===== config.mk =====
export PLATFORM = sky130hd
export DESIGN_NAME = uart_tx_fifo
export DESIGN_NICKNAME = d
export VERILOG_FILES = /design/src/rtl/uart_tx_fifo.sv
export SDC_FILE = /design/constraint.sdc
export NUM_CORES = 1
export LEC_CHECK = 0
export CELL_PAD_IN_SITES_DETAIL_PLACEMENT = 0
export CELL_PAD_IN_SITES_GLOBAL_PLACEMENT = 1
export CORE_ASPECT_RATIO = 0.7
export CORE_UTILIZATION = 44
export DETAILED_ROUTE_END_ITERATION = 10
export PLACE_DENSITY = 0.73
export SKIP_CTS_REPAIR_TIMING = 1
export SYNTH_ARGS = -nofsm -noshare
export SYNTH_HDL_FRONTEND = slang
export SYNTH_SLANG_ARGS = --single-unit

===== constraint.sdc =====
create_clock -name clk_i -period 3.3 [get_ports clk_i]
set_input_delay 0.33 -clock clk_i [delete_from_list [all_inputs] [get_ports clk_i]]
set_output_delay 0.33 -clock clk_i [all_outputs]
set_load 0.02 [all_outputs]

===== src/rtl/uart_tx_fifo.sv =====
// Buffered UART transmitter with a Wishbone classic register port.
// Bytes written to TXDATA are queued in a FIFO and sent LSB first.
// Frame format, divisor, parity and stop bits come from CONFIG and are
// latched when each frame is loaded.
module uart_tx_fifo #(
  parameter int DAT_WIDTH   = 8,
  parameter int FIFO_DEPTH  = 16,
  parameter int DIV_WIDTH   = 16,
  parameter int DEFAULT_DIV = 868
) (
  input  logic        clk_i,
  input  logic        rst_ni,
  input  logic        cyc_i,
  input  logic        stb_i,
  input  logic        we_i,
  input  logic [1:0]  adr_i,
  input  logic [31:0] dat_i,
  output logic [31:0] dat_o,
  output logic        ack_o,
  output logic        uart_tx,
  output logic        irq_o
);

  localparam int AW = $clog2(FIFO_DEPTH);
  localparam int CW = AW + 1;

  typedef enum logic [2:0] {IDLE, START, DATA, PARITY, STOP} tx_state_e;

  logic                 rst_meta, rst_sync_n;
  logic                 req, ack_q, ack_d, push, push_ok, pop, load, cfg_wr;
  logic [31:0]          dat_q, rd_data;
  logic [DAT_WIDTH-1:0] mem [FIFO_DEPTH];
  logic [AW-1:0]        wr_ptr, rd_ptr;
  logic [CW-1:0]        count_q, count_d;
  logic                 fifo_empty, fifo_full, busy;
  logic [DIV_WIDTH-1:0] div_q, div_eff, cur_div_q, baud_q, baud_d;
  logic                 par_en_q, par_odd_q, two_stop_q;
  logic                 cur_par_en_q, cur_two_stop_q, par_bit_q, par_bit_d;
  tx_state_e            state_q, state_d;
  logic [3:0]           bit_q, bit_d;
  logic [DAT_WIDTH-1:0] shift_q, shift_d, head;
  logic                 tx_q, tx_d, bit_end;
  logic                 unused_dat;

  assign unused_dat = ^dat_i;

  // Reset asserts immediately but releases only on a clock edge.
  always_ff @(posedge clk_i or negedge rst_ni) begin
    if (!rst_ni) {rst_meta, rst_sync_n} <= 2'b00;
    else         {rst_meta, rst_sync_n} <= {1'b1, rst_meta};
  end

  assign req        = cyc_i && stb_i;
  assign ack_o      = ack_q && req;
  assign dat_o      = dat_q;
  assign push       = ack_o && we_i && (adr_i == 2'd0);
  assign cfg_wr     = ack_o && we_i && (adr_i == 2'd2);
  assign fifo_empty = (count_q == '0);
  assign fifo_full  = (count_q == CW'(FIFO_DEPTH));
  assign push_ok    = push && (!fifo_full || pop);
  assign count_d    = count_q + CW'(push_ok) - CW'(pop);
  assign busy       = (state_q != IDLE);
  assign irq_o      = fifo_empty && !busy;
  assign uart_tx    = tx_q;
  assign head       = mem[rd_ptr];
  assign div_eff    = (div_q < DIV_WIDTH'(2)) ? DIV_WIDTH'(2) : div_q;
  assign bit_end    = (baud_q == cur_div_q - DIV_WIDTH'(1));

  // Ack is granted a cycle after the request; a TXDATA write waits while the FIFO stays full.
  assign ack_d = req && !ack_q && !(we_i && (adr_i == 2'd0) && (count_d == CW'(FIFO_DEPTH)));

  // Read data mux, captured together with the ack decision.
  always_comb begin
    rd_data = '0;
    case (adr_i)
      2'd1: begin
        rd_data[0]    = busy;
        rd_data[1]    = fifo_empty;
        rd_data[2]    = fifo_full;
        rd_data[15:8] = 8'(count_q);
      end
      2'd2: begin
        rd_data[DIV_WIDTH-1:0] = div_q;
        rd_data[16]            = par_en_q;
        rd_data[17]            = par_odd_q;
        rd_data[18]            = two_stop_q;
      end
      default: rd_data = '0;
    endcase
  end

  // Wishbone ack/data registers and the CONFIG register.
  always_ff @(posedge clk_i or negedge rst_sync_n) begin
    if (!rst_sync_n) begin
      ack_q      <= 1'b0;
      dat_q      <= '0;
      div_q      <= DIV_WIDTH'(DEFAULT_DIV);
      par_en_q   <= 1'b0;
      par_odd_q  <= 1'b0;
      two_stop_q <= 1'b0;
    end else begin
      ack_q <= ack_d;
      dat_q <= (ack_d && !we_i) ? rd_data : '0;
      if (cfg_wr) begin
        div_q      <= dat_i[DIV_WIDTH-1:0];
        par_en_q   <= dat_i[16];
        par_odd_q  <= dat_i[17];
        two_stop_q <= dat_i[18];
      end
    end
  end

  // FIFO storage needs no reset; the level and pointers define what is valid.
  always_ff @(posedge clk_i) begin
    if (push_ok) mem[wr_ptr] <= dat_i[DAT_WIDTH-1:0];
  end

  // FIFO pointers and level.
  always_ff @(posedge clk_i or negedge rst_sync_n) begin
    if (!rst_sync_n) begin
      wr_ptr  <= '0;
      rd_ptr  <= '0;
      count_q <= '0;
    end else begin
      if (push_ok) wr_ptr <= wr_ptr + AW'(1);
      if (pop)     rd_ptr <= rd_ptr + AW'(1);
      count_q <= count_d;
    end
  end

  // Transmitter next state, datapath and registered serial output.
  always_comb begin
    state_d   = state_q;
    pop       = 1'b0;
    load      = 1'b0;
    shift_d   = shift_q;
    bit_d     = bit_q;
    par_bit_d = par_bit_q;
    baud_d    = (state_q == IDLE || bit_end) ? '0 : baud_q + DIV_WIDTH'(1);
    case (state_q)
      IDLE:   if (!fifo_empty) load = 1'b1;
      START:  if (bit_end) begin
                state_d = DATA;
                bit_d   = '0;
              end
      DATA:   if (bit_end) begin
                shift_d = shift_q >> 1;
                if (bit_q == 4'(DAT_WIDTH - 1)) begin
                  state_d = cur_par_en_q ? PARITY : STOP;
                  bit_d   = '0;
                end else begin
                  bit_d = bit_q + 4'd1;
                end
              end
      PARITY: if (bit_end) begin
                state_d = STOP;
                bit_d   = '0;
              end
      STOP:   if (bit_end) begin
                if (bit_q == {3'b000, cur_two_stop_q}) begin
                  if (!fifo_empty) load = 1'b1;
                  else             state_d = IDLE;
                end else begin
                  bit_d = bit_q + 4'd1;
                end
              end
      default: state_d = IDLE;
    endcase
    if (load) begin
      pop       = 1'b1;
      state_d   = START;
      shift_d   = head;
      bit_d     = '0;
      baud_d    = '0;
      par_bit_d = (^head) ^ par_odd_q;
    end
    case (state_d)
      START:   tx_d = 1'b0;
      DATA:    tx_d = shift_d[0];
      PARITY:  tx_d = par_bit_q;
      default: tx_d = 1'b1;
    endcase
  end

  // Transmitter state register; frame settings are latched at load.
  always_ff @(posedge clk_i or negedge rst_sync_n) begin
    if (!rst_sync_n) begin
      state_q        <= IDLE;
      baud_q         <= '0;
      bit_q          <= '0;
      shift_q        <= '0;
      par_bit_q      <= 1'b0;
      tx_q           <= 1'b1;
      cur_div_q      <= DIV_WIDTH'(2);
      cur_par_en_q   <= 1'b0;
      cur_two_stop_q <= 1'b0;
    end else begin
      state_q   <= state_d;
      baud_q    <= baud_d;
      bit_q     <= bit_d;
      shift_q   <= shift_d;
      par_bit_q <= par_bit_d;
      tx_q      <= tx_d;
      if (load) begin
        cur_div_q      <= div_eff;
        cur_par_en_q   <= par_en_q;
        cur_two_stop_q <= two_stop_q;
      end
    end
  end

endmodule


=== Word-level counts from Yosys, hierarchy flattened ===
Memory sizes are Yosys's and may differ from the RTL's.
Index checks and enable logic that the tools add are counted.

* $lt $le $gt $ge: 1
* Eq/ne operators: 18
* Mux-type cells: 36
* Bitwise operators: 1
* Reduce and logical (&&, ||, !) cells: 30
* $add $sub $neg: 7

{| class="wikitable"
|+ Operator list
! cell !! count
|-
| 16-bit two-way mux || 3
|-
| 3-bit two-way mux || 10
|-
| 4-bit two-way mux || 6
|-
| 8-bit two-way mux || 3
|-
| 19-bit two-way mux || 1
|-
| 16-bit by 1-bit adder with 16-bit output, second input constant || 1
|-
| 16-bit equality test || 1
|-
| 16-bit by 2-bit < comparator with 1-bit output, second input constant || 1
|-
| 8-bit case mux with 2 select lines || 1
|-
| 16-bit by 1-bit subtractor with 16-bit output, second input constant || 1
|-
| 3-bit case mux with 5 select lines || 1
|-
| 4-bit by 1-bit adder with 4-bit output, second input constant || 3
|-
| 3-bit by 2-bit equality test with 1-bit output, second input constant || 4
|-
| 1-bit logical AND || 12
|-
| 4-bit case mux with 3 select lines || 1
|-
| 5-bit equality test, second input constant || 2
|-
| 3-bit inequality test, second input constant || 3
|-
| 8-bit XOR reduction || 1
|-
| 3-bit by 1-bit equality test with 1-bit output, second input constant || 2
|-
| 1-bit two-way mux || 6
|-
| 3-bit case mux with 2 select lines || 1
|-
| 5-bit by 1-bit adder with 5-bit output || 1
|-
| 1-bit zero test || 5
|-
| 5-bit zero test || 1
|-
| 20 further kinds || 22
|}

* Input port bits: 39
* RAM bits: 128
* Register bits: 105
* Memories kept: 1
* Logic and storage cells: 115
* Output and inout bits: 35

{| class="wikitable"
|+ Memories
! memory !! words !! width !! read ports !! clocked after memory_dff !! wr ports !! RTL line !! RTL
|-
| mem || 16 || 8 || 1 || 0 || 1 || 32 || <nowiki>logic [DAT_WIDTH-1:0] mem [FIFO_DEPTH];</nowiki>
|}

=== Depth between registers and ports, before layout ===
* Depth in word-level cells: 16
* Mapped depth: 23
* Depth with buffers taken out: 22

=== Least setup slack after synthesis ===
Ideal clock, no wire load.

* Path kind: flip-flop to flip-flop
* Start: register cur_div_q[0]
* End: register dat_q[13], in the netlist dat_o[13]
* Required time: 3233 ps
* Buffers on the path: 2
* Period minus slack after synthesis: 4986 ps
* Data arrival time: 4920 ps
* Library setup time: 67 ps
* Cell stages (with the launch flop): 24
* Setup slack: -1686 ps
* Path through: dfrtp_1 inv_1 ha_1 or4b_1 or4_4 a211oi_2 a211oi_1 o21bai_4 nor4_2 o21ai_1 inv_2 clkbuf_1 ha_1 inv_1 ha_1 fa_1 a21oi_1 nor2_1 nor2_1 xnor2_1 a311oi_1 nor2b_1 clkbuf_1 and3_1

* Word-level cells in the longest chain between the ends: 15

{| class="wikitable"
|+ RTL lines
! element !! RTL line !! RTL
|-
| start: declaration || 36 || <nowiki>logic [DIV_WIDTH-1:0] div_q, div_eff, cur_div_q, baud_q, baud_d;</nowiki>
|-
| start signal: assignment || 205 || <nowiki>cur_div_q <= div_eff;</nowiki>
|-
| 16-bit by 1-bit subtractor with 16-bit output * || 67 || <nowiki>assign bit_end = (baud_q == cur_div_q - DIV_WIDTH'(1));</nowiki>
|-
| 16-bit equality test * || 67 ||
|-
| 1-bit two-way mux * || 159 || <nowiki>STOP: if (bit_end) begin</nowiki>
|-
| 1-bit case mux with 2 select lines * || 140 || <nowiki>case (state_q)</nowiki>
|-
| 1-bit two-way mux * || 169 || <nowiki>if (load) begin</nowiki>
|-
| 1-bit logical OR || 60 || <nowiki>assign push_ok = push && (!fifo_full || pop);</nowiki>
|-
| 1-bit logical AND || 60 ||
|-
| 5-bit by 1-bit adder with 5-bit output || 61 || <nowiki>assign count_d = count_q + CW'(push_ok) - CW'(pop);</nowiki>
|-
| 5-bit by 1-bit subtractor with 5-bit output * || 61 ||
|-
| named net count_d[4] || 34 || <nowiki>logic [CW-1:0] count_q, count_d;</nowiki>
|-
| 5-bit equality test * || 70 || <nowiki>assign ack_d = req && !ack_q && !(we_i && (adr_i == 2'd0) && (count_d == CW'(FIFO_DEPTH)));</nowiki>
|-
| 1-bit logical AND * || 70 ||
|-
| 1-bit zero test * || 70 ||
|-
| 1-bit logical AND * || 70 ||
|-
| named net ack_d || 30 || <nowiki>logic req, ack_q, ack_d, push, push_ok, pop, load, cfg_wr;</nowiki>
|-
| 1-bit logical AND * || 103 || <nowiki>dat_q <= (ack_d && !we_i) ? rd_data : '0;</nowiki>
|-
| 19-bit two-way mux * || 103 ||
|-
| end signal: assignment || 103 ||
|-
| end: declaration || 31 || <nowiki>logic [31:0] dat_q, rd_data;</nowiki>
|}

Mark *: on every way through the listed nets, which the timed path passes. The rest lies on a longest branch.
A chain may end at the register's enable or synchronous reset.

=== Worst setup path in the final report ===
* Start: register cur_div_q[0]
* End: register dat_q[14], in the netlist dat_o[14]

The elaborated chain is that of the path after synthesis.

==> Implementation_results.wiki <==
{| class="wikitable"
! Metric !! Value
|-
| Status || complete, but fails checks
|-
| Violated checks || setup timing
|-
| Startpoint of the worst register-to-register path || cur_div_q[0]$_DFFE_PN0N_
|-
| Post-Synthesis Cell Area || 10400 um^2
|-
| Total die area || 24300 um^2
|-
| Clock tree skew after final layout || 20.9 ps
|-
| Source-to-sink clock delay at the later pin of the worst-skew pair || 540 ps
|-
| Count of flip-flops with a built-in enable after synthesis || 128
|-
| Final std cells w/o fill || 1283
|-
| Synth cell types || 64
|-
| Final worst path period need || 4720 ps
|-
| Area share of the largest cell type after synthesis || 0.369
|-
| Setup repair after global routing missed its margin || true
|-
| HPWL after detailed placement || 17800 um
|-
| Number of warnings printed during yosys synthesis || 0
|-
| Die width || 186 um
|-
| Synthesis-to-layout area growth || 32.4%
|-
| Count of nets after finishing || 1009
|-
| Initial Util || 0.455
|-
| Critical Path Sink Type || flip-flop
|-
| Number of remaining DRC errors || 0
|-
| Data required, critical path || 3770 ps
|-
| Critical-path maximum fanout || 6
|-
| Worst setup path startpoint || cur_div_q[0]$_DFFE_PN0N_
|-
| Hold WC Path Type || flip-flop to flip-flop
|-
| Pin count of the biggest net entering global routing || 69
|-
| Largest delay share family, worst path || simple AND/OR/NAND/NOR gates
|-
| Proportion of synthesized area in mux cells || 0.106
|-
| Startpoint Class || flip-flop
|-
| Final max-slew violation count || 0
|-
| Slack of the critical path || -1420 ps
|-
| Clock Root Buffer || sky130_fd_sc_hd__clkbuf_16
|-
| Core Area || 22900 um^2
|-
| CTS sink cnt || 233
|-
| Count of standard-cell rows || 46
|-
| Slowest cell on the critical path || sky130_fd_sc_hd__or4b_4
|-
| Number of antenna repair diodes || 0
|-
| Max Clk Rate || 0.212 GHz
|-
| Cell breakdown of the critical path || inv_2 -> ha_4 -> or4b_4 -> or4_4 -> a211oi_2 -> a211oi_2 -> o21bai_4 -> nor4_4 -> o21ai_2 -> inv_2 -> ha_4 -> inv_2 -> ha_4 -> fa_2 -> a21oi_2 -> nor2_1 -> nor2_1 -> xnor2_1 -> a311oi_2 -> nor2b_4 -> buf_6 -> and3_1
|-
| Fraction of the mapped netlist area in adder cells || 0.0223
|-
| Worst path bufs/invs || 4
|-
| Total Routing Usage GR || 0.214
|-
| Worst path arrival time || 5190 ps
|-
| Fraction of final layout cells sized beyond drive strength 1 || 0.318
|-
| CTS tree || yes
|-
| Leak || 5.58 nW
|-
| Total routed wirelength || 26500 um
|-
| Vias after detailed routing || 7049
|-
| Delay contributed by the slowest stage of the critical path || 460 ps
|-
| Aggregate global routing overflow || 0
|-
| Max-slew headroom at the worst pin || 0.148
|-
| Share of the synthesized area in compound gates (AO/OA/AOI/OAI) || 0.0621
|-
| Pwr/cell area || 807 nW/um^2
|-
| Post-CTS clock slew at the launch and capture registers of the worst setup and hold paths || 60 ps
|-
| Count of buffers from port buffering || 47
|-
| Cell type with the largest total area after synthesis || sky130_fd_sc_hd__edfxtp_1
|-
| Count of placed standard cells including taps || 1202
|-
| Number of antenna violations at the first check in global routing || 0
|-
| Clock H-tree levels || 1
|-
| Number of ports placed on the die boundary || 74
|-
| Die boundary height || 131 um
|-
| First-pass GRT wire length || 39000 um
|-
| Min-Delay Startpoint || rst_meta$_DFF_PN0_
|-
| Transition time of the tightest slew-check pin || 1280 ps
|-
| Post-synthesis simple-gate area fraction || 0.107
|-
| Via density per instance || 5.49
|-
| Layout Cell Area excl Fill || 13800 um^2
|-
| Syn Area/Cell || 13.4 um^2
|-
| Final RePlAce weighted congestion || 0.851
|-
| Final setup violating endpoints || 175
|-
| Number of hold violations in the final report || 0
|-
| Number of max-capacitance violations reported || 0
|-
| Cells taking the most area after synthesis || sky130_fd_sc_hd__edfxtp_1 37%, sky130_fd_sc_hd__dfrtp_1 24%, sky130_fd_sc_hd__mux2i_1 3.6%
|-
| Number of storage elements in the synthesis netlist || 233
|-
| Power after layout || 11.1 mW
|-
| Largest family of logic cells by synthesized area || simple AND/OR/NAND/NOR gates
|-
| Number of iterations in the first detailed-routing pass || 4
|-
| Final antenna-violating net count || 0
|-
| Worst Hold Margin || 370 ps
|-
| Dominant synthesized flop cell || sky130_fd_sc_hd__edfxtp_1
|-
| Number of clock buffers inserted by TritonCTS || 25
|-
| Number of design-rule violations left by the first detailed-router iteration || 591
|-
| Post-synthesis cell count || 780
|-
| Final period utilization || 1.43
|-
| Share of the synthesized netlist area taken by xor and xnor gates || 0.0454
|-
| Placed cell areas || 12200 um^2
|-
| Max Buffers Root-to-Sink || 3
|-
| Synth async-reset ratio || 0.451
|-
| Worst IR drop on VDD || 0.000436 V
|-
| Via count of the first global-routing pass || 6832
|-
| Post-synthesis sequential area ratio || 0.622
|-
| WL per Instance || 20.7 um
|-
| CP Class || flip-flop to flip-flop
|}
## per-stage QoR
stage	util	TNS [ps]	setup slack (ps)
global route	0.602	-102410	-1550
finish	0.602	-89210	-1420
floorplan	-	-23010	-1140
global placement	0.532	-56190	-1100
detailed placement	0.532	-71080	-1240
CTS	0.570	-73770	-1270
## sequential cells by signal (all words and copies together), names as in the netlist, 3 cells and up
signal and flops:
rd_ptr 4, dat_o 19, div_q 16, state_q 3, mem 128, cur_div_q 16, shift_q 8, baud_q 16
bit_q 4, count_q 5, wr_ptr 4
## area by class of cell
| class | instances | area (um^2) |
|---|---|---|
| Clock buffer | 31 | 678 |
| Sequential cell | 233 | 6480 |
| Timing Repair Buffer | 186 | 1900 |
| Fill cell | 1786 | 9120 |
| Multi-Input combinational cell | 482 | 4070 |
| Inverter | 24 | 90.1 |
| Tap cell | 312 | 390 |
| Clock inverter | 15 | 173 |
## metal layers
metal  wire, um  vias to the layer above  track usage
met5          0                        -            0
met4        376                        0       0.0415
met3       1680                       31       0.0333
met2      11600                      234        0.309
met1      12900                     3596        0.340
li1           -                     3188            -
## cell families (layout without fill, tap and decap cells)
group | count (synthesis) | count (layout)
xor+xnor | 54 | 54
fa+ha+maj | 18 | 18
mux | 86 | 86
flops | 233 | 233
buf+inv | 77 | 256
simple gates | 218 | 218
compound gates | 92 | 92
other cells | 2 | 14
## power breakdown
group          switching [mW]  internal [mW]
Sequential              0.309           3.39
Combinational            2.26           2.27
Clock                    1.19           1.71
Total                    3.76           7.37
## placed cells by master, fill, tap and decap left out, drive strengths merged, types with 7 or more instances in the layout
cell / synthesis / final
xnor2: 37 / 37
conb: 2 / 14
buf: 29 / 136
inv: 23 / 25
dfrtp: 98 / 98
nand3: 20 / 20
nor2: 59 / 59
clkinv: 1 / 10
ha: 17 / 17
o21ai: 22 / 22
nor3: 15 / 15
mux2i: 37 / 37
a21oi: 14 / 14
clkdlybuf4s50: 0 / 47
a22oi: 16 / 16
dfstp: 7 / 7
clkbuf: 24 / 33
a221oi: 16 / 16
and3: 26 / 26
mux4: 16 / 16
xor2: 17 / 17
nand2: 51 / 51
nor4: 9 / 9
edfxtp: 128 / 128
mux2: 33 / 33
## worst paths after layout
kind / slack [ps] / depth (start not counted) / end
min in group asynchronous: 470 / 0 / div_q[10]$_DFFE_PN0P_
min reg2reg: 370 / 0 / rst_sync_n$_DFF_PN0_
max in group asynchronous: 2050 / 1 / div_q[2]$_DFFE_PN1P_
max reg2reg: -1420 / 22 / dat_o[14]$_DFF_PN0_
min: 370 / 0 / rst_sync_n$_DFF_PN0_
max: -1420 / 22 / dat_o[14]$_DFF_PN0_
## cells in the mapped netlist (all sizes together) (20+ instances only)
master  instances
and3           26
dfrtp          98
mux2i          37
nand2          51
mux2           33
nand3          20
edfxtp        128
nor2           59
clkbuf         24
inv            23
buf            29
o21ai          22
xnor2          37
## worst reg2reg max path, delay by kind of cell, from the launching register on
family,cells,cell delay [ps]
flip-flops,1,400
AO/OA/AOI/OAI,6,1060
AND/OR/NAND/NOR,7,1920
adder cells (fa/ha/maj),4,770
buffers and inverters,4,390
XOR/XNOR,1,140
Power figures use the tool's default switching activity.
